==> config.mk <==
export PLATFORM = sky130hd
export DESIGN_NAME = bsg_axi_mem_req_bridge
export DESIGN_NICKNAME = d
export VERILOG_FILES = /design/src/rtl/bsg_axi_bridge_pkg.sv /design/src/rtl/bsg_axi_mem_req_bridge.sv
export SDC_FILE = /design/constraint.sdc
export NUM_CORES = 1
export LEC_CHECK = 0
export CORE_AREA = 8 8 161 163
export DETAILED_ROUTE_END_ITERATION = 7
export DIE_AREA = 0 0 169 171
export PLACE_DENSITY = 0.48
export SYNTH_ARGS = -nofsm -noshare
export SYNTH_HDL_FRONTEND = slang
export SYNTH_SLANG_ARGS = --single-unit
==> constraint.sdc <==
create_clock -name clk_i -period 2.2 [get_ports clk_i]
set_input_delay 0.22 -clock clk_i [delete_from_list [all_inputs] [get_ports clk_i]]
set_output_delay 0.22 -clock clk_i [all_outputs]
set_load 0.02 [all_outputs]
==> src/rtl/bsg_axi_bridge_pkg.sv <==
// Shared types for the AXI memory request bridge.
// Optional response checking in the top is enabled by defining BSG_AXI_BRIDGE_RESP_CHECK_EN.
package bsg_axi_bridge_pkg;

    // One transaction in flight: address phase, data phase, then (for writes) response.
    typedef enum logic [2:0] {
        S_IDLE = 3'd0,
        S_AW   = 3'd1,
        S_W    = 3'd2,
        S_B    = 3'd3,
        S_AR   = 3'd4,
        S_R    = 3'd5
    } bridge_state_e;

    localparam logic [1:0] OKAY   = 2'b00;
    localparam logic [1:0] SLVERR = 2'b10;

endpackage

==> src/rtl/bsg_axi_mem_req_bridge.sv <==
// AXI4 burst master: converts a valid/ready memory request into a single AW/W/B or
// AR/R transaction, passing write beats in and read beats out with zero latency.
// Macro BSG_AXI_BRIDGE_RESP_CHECK_EN: when defined, error_o latches (until reset) any
// non-OKAY response, unexpected BID/RID, or RLAST disagreeing with the beat count.
module bsg_axi_mem_req_bridge
    import bsg_axi_bridge_pkg::*;
#(
    parameter int axi_id_width_p    = 4,
    parameter int axi_addr_width_p  = 32,
    parameter int axi_data_width_p  = 64,
    parameter int axi_len_width_p   = 8,
    parameter int axi_id_p          = 0,
    localparam int axi_strb_width_lp = axi_data_width_p >> 3
) (
    input  logic                          clk_i,
    input  logic                          aresetn_i,

    input  logic                          req_v_i,
    output logic                          req_ready_o,
    input  logic                          req_write_i,
    input  logic [axi_addr_width_p-1:0]   req_addr_i,
    input  logic [axi_len_width_p-1:0]    req_len_i,

    input  logic                          wdata_v_i,
    output logic                          wdata_ready_o,
    input  logic [axi_data_width_p-1:0]   wdata_i,
    input  logic [axi_strb_width_lp-1:0]  wstrb_i,

    output logic                          rdata_v_o,
    input  logic                          rdata_ready_i,
    output logic [axi_data_width_p-1:0]   rdata_o,
    output logic                          rdata_last_o,

    output logic                          wr_done_o,
    output logic                          error_o,

    output logic [axi_id_width_p-1:0]     m_axi_awid_o,
    output logic [axi_addr_width_p-1:0]   m_axi_awaddr_o,
    output logic [axi_len_width_p-1:0]    m_axi_awlen_o,
    output logic                          m_axi_awvalid_o,
    input  logic                          m_axi_awready_i,

    output logic [axi_data_width_p-1:0]   m_axi_wdata_o,
    output logic [axi_strb_width_lp-1:0]  m_axi_wstrb_o,
    output logic                          m_axi_wlast_o,
    output logic                          m_axi_wvalid_o,
    input  logic                          m_axi_wready_i,

    input  logic [axi_id_width_p-1:0]     m_axi_bid_i,
    input  logic [1:0]                    m_axi_bresp_i,
    input  logic                          m_axi_bvalid_i,
    output logic                          m_axi_bready_o,

    output logic [axi_id_width_p-1:0]     m_axi_arid_o,
    output logic [axi_addr_width_p-1:0]   m_axi_araddr_o,
    output logic [axi_len_width_p-1:0]    m_axi_arlen_o,
    output logic                          m_axi_arvalid_o,
    input  logic                          m_axi_arready_i,

    input  logic [axi_id_width_p-1:0]     m_axi_rid_i,
    input  logic [axi_data_width_p-1:0]   m_axi_rdata_i,
    input  logic [1:0]                    m_axi_rresp_i,
    input  logic                          m_axi_rlast_i,
    input  logic                          m_axi_rvalid_i,
    output logic                          m_axi_rready_o
);

    localparam int lp_lg_strb = $clog2(axi_strb_width_lp);
    localparam logic [axi_id_width_p-1:0] lp_id = axi_id_width_p'(axi_id_p);

    bridge_state_e                 r_state;
    bridge_state_e                 w_next;
    logic [axi_addr_width_p-1:0]   r_addr;
    logic [axi_len_width_p-1:0]    r_len;
    logic [axi_id_width_p-1:0]     r_id;
    logic [axi_len_width_p-1:0]    r_cnt;

    logic w_req_hs;
    logic w_w_hs;
    logic w_r_hs;
    logic w_last;

    assign w_req_hs = (r_state == S_IDLE) & req_v_i;
    assign w_w_hs   = (r_state == S_W) & wdata_v_i & m_axi_wready_i;
    assign w_r_hs   = (r_state == S_R) & m_axi_rvalid_i & rdata_ready_i;
    // Last beat is derived from our own count so a misbehaving RLAST cannot desync us;
    // the count never wraps because it clears exactly when it reaches r_len.
    assign w_last   = (r_cnt == r_len);

    // State register
    always_ff @(posedge clk_i or negedge aresetn_i) begin
        if (!aresetn_i) r_state <= S_IDLE;
        else            r_state <= w_next;
    end

    // Next-state logic
    always_comb begin
        w_next = r_state;
        case (r_state)
            S_IDLE: if (req_v_i)             w_next = req_write_i ? S_AW : S_AR;
            S_AW:   if (m_axi_awready_i)     w_next = S_W;
            S_W:    if (w_w_hs && w_last)    w_next = S_B;
            S_B:    if (m_axi_bvalid_i)      w_next = S_IDLE;
            S_AR:   if (m_axi_arready_i)     w_next = S_R;
            S_R:    if (w_r_hs && w_last)    w_next = S_IDLE;
            default:                         w_next = S_IDLE;
        endcase
    end

    // Request fields are captured once and held until the burst completes, since the
    // slave keeps sampling AxLEN for the whole burst.
    always_ff @(posedge clk_i or negedge aresetn_i) begin
        if (!aresetn_i) begin
            r_addr <= '0;
            r_len  <= '0;
            r_id   <= '0;
        end else if (w_req_hs) begin
            r_addr <= {req_addr_i[axi_addr_width_p-1:lp_lg_strb], {lp_lg_strb{1'b0}}};
            r_len  <= req_len_i;
            r_id   <= lp_id;
        end
    end

    // Beat counter shared by the W and R data phases
    always_ff @(posedge clk_i or negedge aresetn_i) begin
        if (!aresetn_i)              r_cnt <= '0;
        else if (w_w_hs || w_r_hs)   r_cnt <= w_last ? '0 : r_cnt + 1'b1;
    end

    // Outputs decoded from state; data channels are straight pass-through
    always_comb begin
        req_ready_o     = (r_state == S_IDLE);
        m_axi_awvalid_o = (r_state == S_AW);
        m_axi_arvalid_o = (r_state == S_AR);
        m_axi_wvalid_o  = (r_state == S_W) & wdata_v_i;
        wdata_ready_o   = (r_state == S_W) & m_axi_wready_i;
        m_axi_wlast_o   = (r_state == S_W) & w_last;
        m_axi_bready_o  = (r_state == S_B);
        wr_done_o       = (r_state == S_B) & m_axi_bvalid_i;
        rdata_v_o       = (r_state == S_R) & m_axi_rvalid_i;
        m_axi_rready_o  = (r_state == S_R) & rdata_ready_i;
        rdata_last_o    = (r_state == S_R) & w_last;
    end

    assign m_axi_awid_o   = r_id;
    assign m_axi_arid_o   = r_id;
    assign m_axi_awaddr_o = r_addr;
    assign m_axi_araddr_o = r_addr;
    assign m_axi_awlen_o  = r_len;
    assign m_axi_arlen_o  = r_len;
    assign m_axi_wdata_o  = wdata_i;
    assign m_axi_wstrb_o  = wstrb_i;
    assign rdata_o        = m_axi_rdata_i;

`ifdef BSG_AXI_BRIDGE_RESP_CHECK_EN
    logic r_error;
    logic w_b_bad;
    logic w_r_bad;

    assign w_b_bad = (r_state == S_B) & m_axi_bvalid_i &
                     ((m_axi_bresp_i != OKAY) | (m_axi_bid_i != lp_id));
    assign w_r_bad = w_r_hs &
                     ((m_axi_rresp_i != OKAY) | (m_axi_rid_i != lp_id) | (m_axi_rlast_i != w_last));

    // Sticky error flag, cleared only by reset
    always_ff @(posedge clk_i or negedge aresetn_i) begin
        if (!aresetn_i)              r_error <= 1'b0;
        else if (w_b_bad || w_r_bad) r_error <= 1'b1;
    end

    assign error_o = r_error;
`else
    logic w_unused_resp;
    assign w_unused_resp = ^{m_axi_bid_i, m_axi_bresp_i, m_axi_rid_i, m_axi_rresp_i, m_axi_rlast_i};
    assign error_o       = 1'b0;
`endif

endmodule

==> summary.md <==
| Metric | Value |
|---|---|
| Antenna-violating nets left | 0 |
| Tcrit/Tclk final | 0.945 |
| Logic depth of the worst register-to-register path | 6 |
| Number of primary I/O pins | 436 |
| Worst path cell trace | buf_4 -> nor3_1 -> clkdlybuf4s50_1 |
| Shortest clock period the worst path allows after layout | 2080 ps |
| Overflow after GRT | 0 |
| Sum Neg Setup Slack | 0 ps |
| Proportion of synthesized chip area in sequential cells | 0.330 |
| Post-place instance area | 4090 µm² |
| Non-filler cells in the finished layout | 656 |
| Share of cells above drive strength 1 | 0.237 |
| Syn Area/Cell | 10.1 µm² |
| Clock network power share | 0.136 |
| Switching power share of the total | 0.408 |
| Number of violations of the max-capacitance limit | 0 |
| CTS root buffer | sky130_fd_sc_hd__clkbuf_16 |
| Post-detailed-routing wire length | 10700 µm |
| Floorplan die area | 28900 µm² |
| Vias in the first global route | 2404 |
| DRC violations left | 0 |
| Final core area utilization | 0.184 |
| Initial antenna violation count | 0 |
| Critical setup path kind | flop to output port |
| Starting density of the core | 0.157 |
| DIE WIDTH | 169 µm |
| Final setup violating endpoints | 0 |
| Vias post-DR | 2195 |
| Number of enable-type register cells in the synthesized netlist | 0 |
| Net total in the final layout | 537 |
| End of the worst register-to-register path | r_state[0] |
| Part of the total power dissipated in sequential elements | 0.259 |
| Logic depth of the worst path, buffers included | 3 |
| Biggest cell delay along the critical path | 670 ps |
| Num CTS Buffers | 5 |
| Antenna cells | 0 |
| Post-synthesis mux area share | 0.129 |
| Pin count of the biggest net entering global routing | 28 |
| Number of unique standard cell types used by synthesis | 36 |
| Area of all placed cells without fillers | 4280 µm² |
| Routability cong. | 0.725 |
| Outcome | complete, no violations |
| Net Sw Power | 2700 µW |
| Standard-cell rows | 56 |
| Total power | 6620 µW |
| Buffers plus inverters on the worst setup path | 2 |
| Detailed-router iteration count before antenna repair | 4 |
| Leading cell type in the layout, fill and taps excluded | sky130_fd_sc_hd__clkdlybuf4s50_1 |
| Async set or reset register ratio after synthesis | 1.00 |
| Final Slew Violations | 0 |
| Setup repair after global routing missed its margin | false |
| Clock transition time at the flip-flop clock pins of the worst setup and hold paths | 70 ps |
| Wire length of the first global-routing pass | 15300 µm |
| Gate count of the mapped netlist | 362 |
| Fraction of the mapped netlist area in compound gates | 0.0316 |
| Timing-limited maximum frequency | 481 MHz |
| Most frequently used flop master after synthesis | sky130_fd_sc_hd__dfrtp_1 |
| Required time worst endpoint | 1980 ps |
| Sinks on Clock Net | 48 |
| Area added between synthesis and finish | 17.6% |
| CORE AREA | 23300 µm² |
| Quantity of I/O buffers inserted on ports | 132 |
| Setup crit start | r_state[1] |
| Clock latency reported for the late side of the worst-skew pair | 290 ps |
| Mapped Area | 3640 µm² |
| Maximum net fanout on the critical path | 10 |
| Hold WC Path Type | input port to output port |
| Critical-path top delay cell | sky130_fd_sc_hd__clkdlybuf4s50_1 |
| GRT Total Usage | 0.0709 |
| Portion of total power attributed to combinational logic | 0.605 |
| H-tree Lvls | 2 |
| Die extent in y | 171 µm |
| Total internal power | 3920 µW |
| Leakage power | 0.00167 µW |
| Kind of launch point of the worst setup path | flop |
| Number of warning messages in the yosys log | 0 |
| Most frequent cells in the layout | 128 x sky130_fd_sc_hd__clkdlybuf4s50_1, 45 x sky130_fd_sc_hd__dfrtp_1, 39 x sky130_fd_sc_hd__mux2_2 |
| Max_slew headroom | 0.587 |
| Clk buf depth | 2 |
| Main combinational cell family by area after synthesis | buffers and inverters |
| #FFs+latches synth | 48 |
| Clock tree from TritonCTS | built |
| RR Startpoint | m_axi_arlen_o[2] |
| Power density over cell area | 1550 nW/µm² |
| Post-synthesis simple-gate area fraction | 0.0804 |
| Worst Path Arrival | 1860 ps |
| Category of cells accounting for the largest share of critical-path delay | buffers and inverters |
| Crit path capture | m_axi_arvalid_o |
| Worst Tran Pin Value | 619 ps |
| VDD IR-drop max | 700 µV |
| Parity-gate share of the synthesized area counting xor and xnor cells | 0.0265 |
| Number of cells in the design after placement | 645 |
| DP HPWL | 8720 µm |
| Endpoint type of the worst setup path | output port |
| Final Hold Viols | 0 |
| DR WL/cell | 16.3 µm |
| Vias per Instance | 3.35 |
| Final worst clock skew | 4.37 ps |
| Slack of the worst reg-to-reg path | 130 ps |
| Number of design-rule violations left by the first detailed-router iteration | 130 |
| Area share of fa/ha/maj cells after synthesis | 0.00344 |
-- through the flow --
| stage | hold WS [ps] | worst slack, ps |
|---|---|---|
| final | 440 | 121 |
| after CTS | 440 | 33.5 |
| after floorplan | -75.6 | 219 |
| after detailed placement | 292 | 101 |
| after global routing | 440 | 16.2 |
| after global placement | 277 | 148 |
-- cells in the mapped netlist, types with 2 or more instances --
cell,n,share of area
sky130_fd_sc_hd__buf_4,188,0.39
sky130_fd_sc_hd__o21ai_0,5,0.0069
sky130_fd_sc_hd__xnor2_1,3,0.0072
sky130_fd_sc_hd__dfrtp_1,48,0.33
sky130_fd_sc_hd__a41oi_1,2,0.0048
sky130_fd_sc_hd__xor2_1,8,0.019
sky130_fd_sc_hd__nor2_1,11,0.011
sky130_fd_sc_hd__nor3b_1,2,0.0041
sky130_fd_sc_hd__nand2_1,8,0.0082
sky130_fd_sc_hd__o22a_2,2,0.0055
sky130_fd_sc_hd__nor3_1,6,0.0082
sky130_fd_sc_hd__inv_1,2,0.0021
sky130_fd_sc_hd__nand3_1,3,0.0041
sky130_fd_sc_hd__mux2_2,39,0.12
sky130_fd_sc_hd__clkbuf_1,2,0.0021
sky130_fd_sc_hd__nor4_4,2,0.012
sky130_fd_sc_hd__mux2_4,2,0.0082
sky130_fd_sc_hd__o22ai_1,2,0.0034
sky130_fd_sc_hd__buf_2,5,0.0069
sky130_fd_sc_hd__and2_1,6,0.010
-- power groups by stage --
| stage | registers (µW) | clock network (µW) | logic [µW] |
|---|---|---|---|
| CTS | 1740 | 962 | 4040 |
| global placement | 1710 | 0 | 4020 |
| global route | 1800 | 988 | 4260 |
| finish | 1720 | 902 | 4000 |
| floorplan | 2060 | 0 | 2460 |
| detailed placement | 1740 | 0 | 4020 |
-- worst min-delay path by stage --
stage,from,to,slack (ps),depth (start not counted)
3_5_place_dp,aresetn_i,r_cnt[7],290,1
4_1_cts,wdata_i[12],m_axi_wdata_o[12],440,0
3_3_place_gp,aresetn_i,r_cnt[7],280,1
5_1_grt,wdata_i[40],m_axi_wdata_o[40],440,0
6_report,wdata_i[10],m_axi_wdata_o[10],440,0
2_1_floorplan,aresetn_i,m_axi_araddr_o[10],-80,0
-- flip-flops by register name, indices dropped and copies added (netlist names) --
register and cells:
r_state 3, m_axi_arlen_o 8, m_axi_araddr_o 29, r_cnt 8
-- what timing repair did --
| item | 4_1_cts | 5_1_grt |
|---|---|---|
| resized for setup | 4 | 5 |
| endpoints found under the hold margin | 21 | 0 |
| pin swaps | 0 | 1 |
| buffers inserted | 0 | 2 |
| endpoints found under the setup margin | 5 | 7 |
| hold buffers | 1 | 0 |
-- cell families after synthesis --
group,after synthesis
buffers and inverters,197
flip-flops,48
AND/OR/NAND/NOR,47
multiplexers,41
AO/OA/AOI/OAI,16
XOR/XNOR,11
adder cells (fa/ha/maj),1
other,1
-- layer usage --
layer  track usage  vias up  wire length (µm)  share of wire
met5             0        -                 0              0
met4        0.0681        0              1000          0.094
met3        0.0366       85              1360           0.13
met2         0.101      166              4450           0.42
met1        0.0743     1022              3870           0.36
li1              -      922                 -              -
-- cell type report --
type,instances,area (µm²)
fill,2571,19000
timing repair buffer,148,1460
sequential,48,1200
multi-input combinational,131,1050
tap,319,399
clock buffer,6,129
clock inverter,2,35.0
inverter,2,7.51
Note: power is estimated with default switching activity, not from simulation.
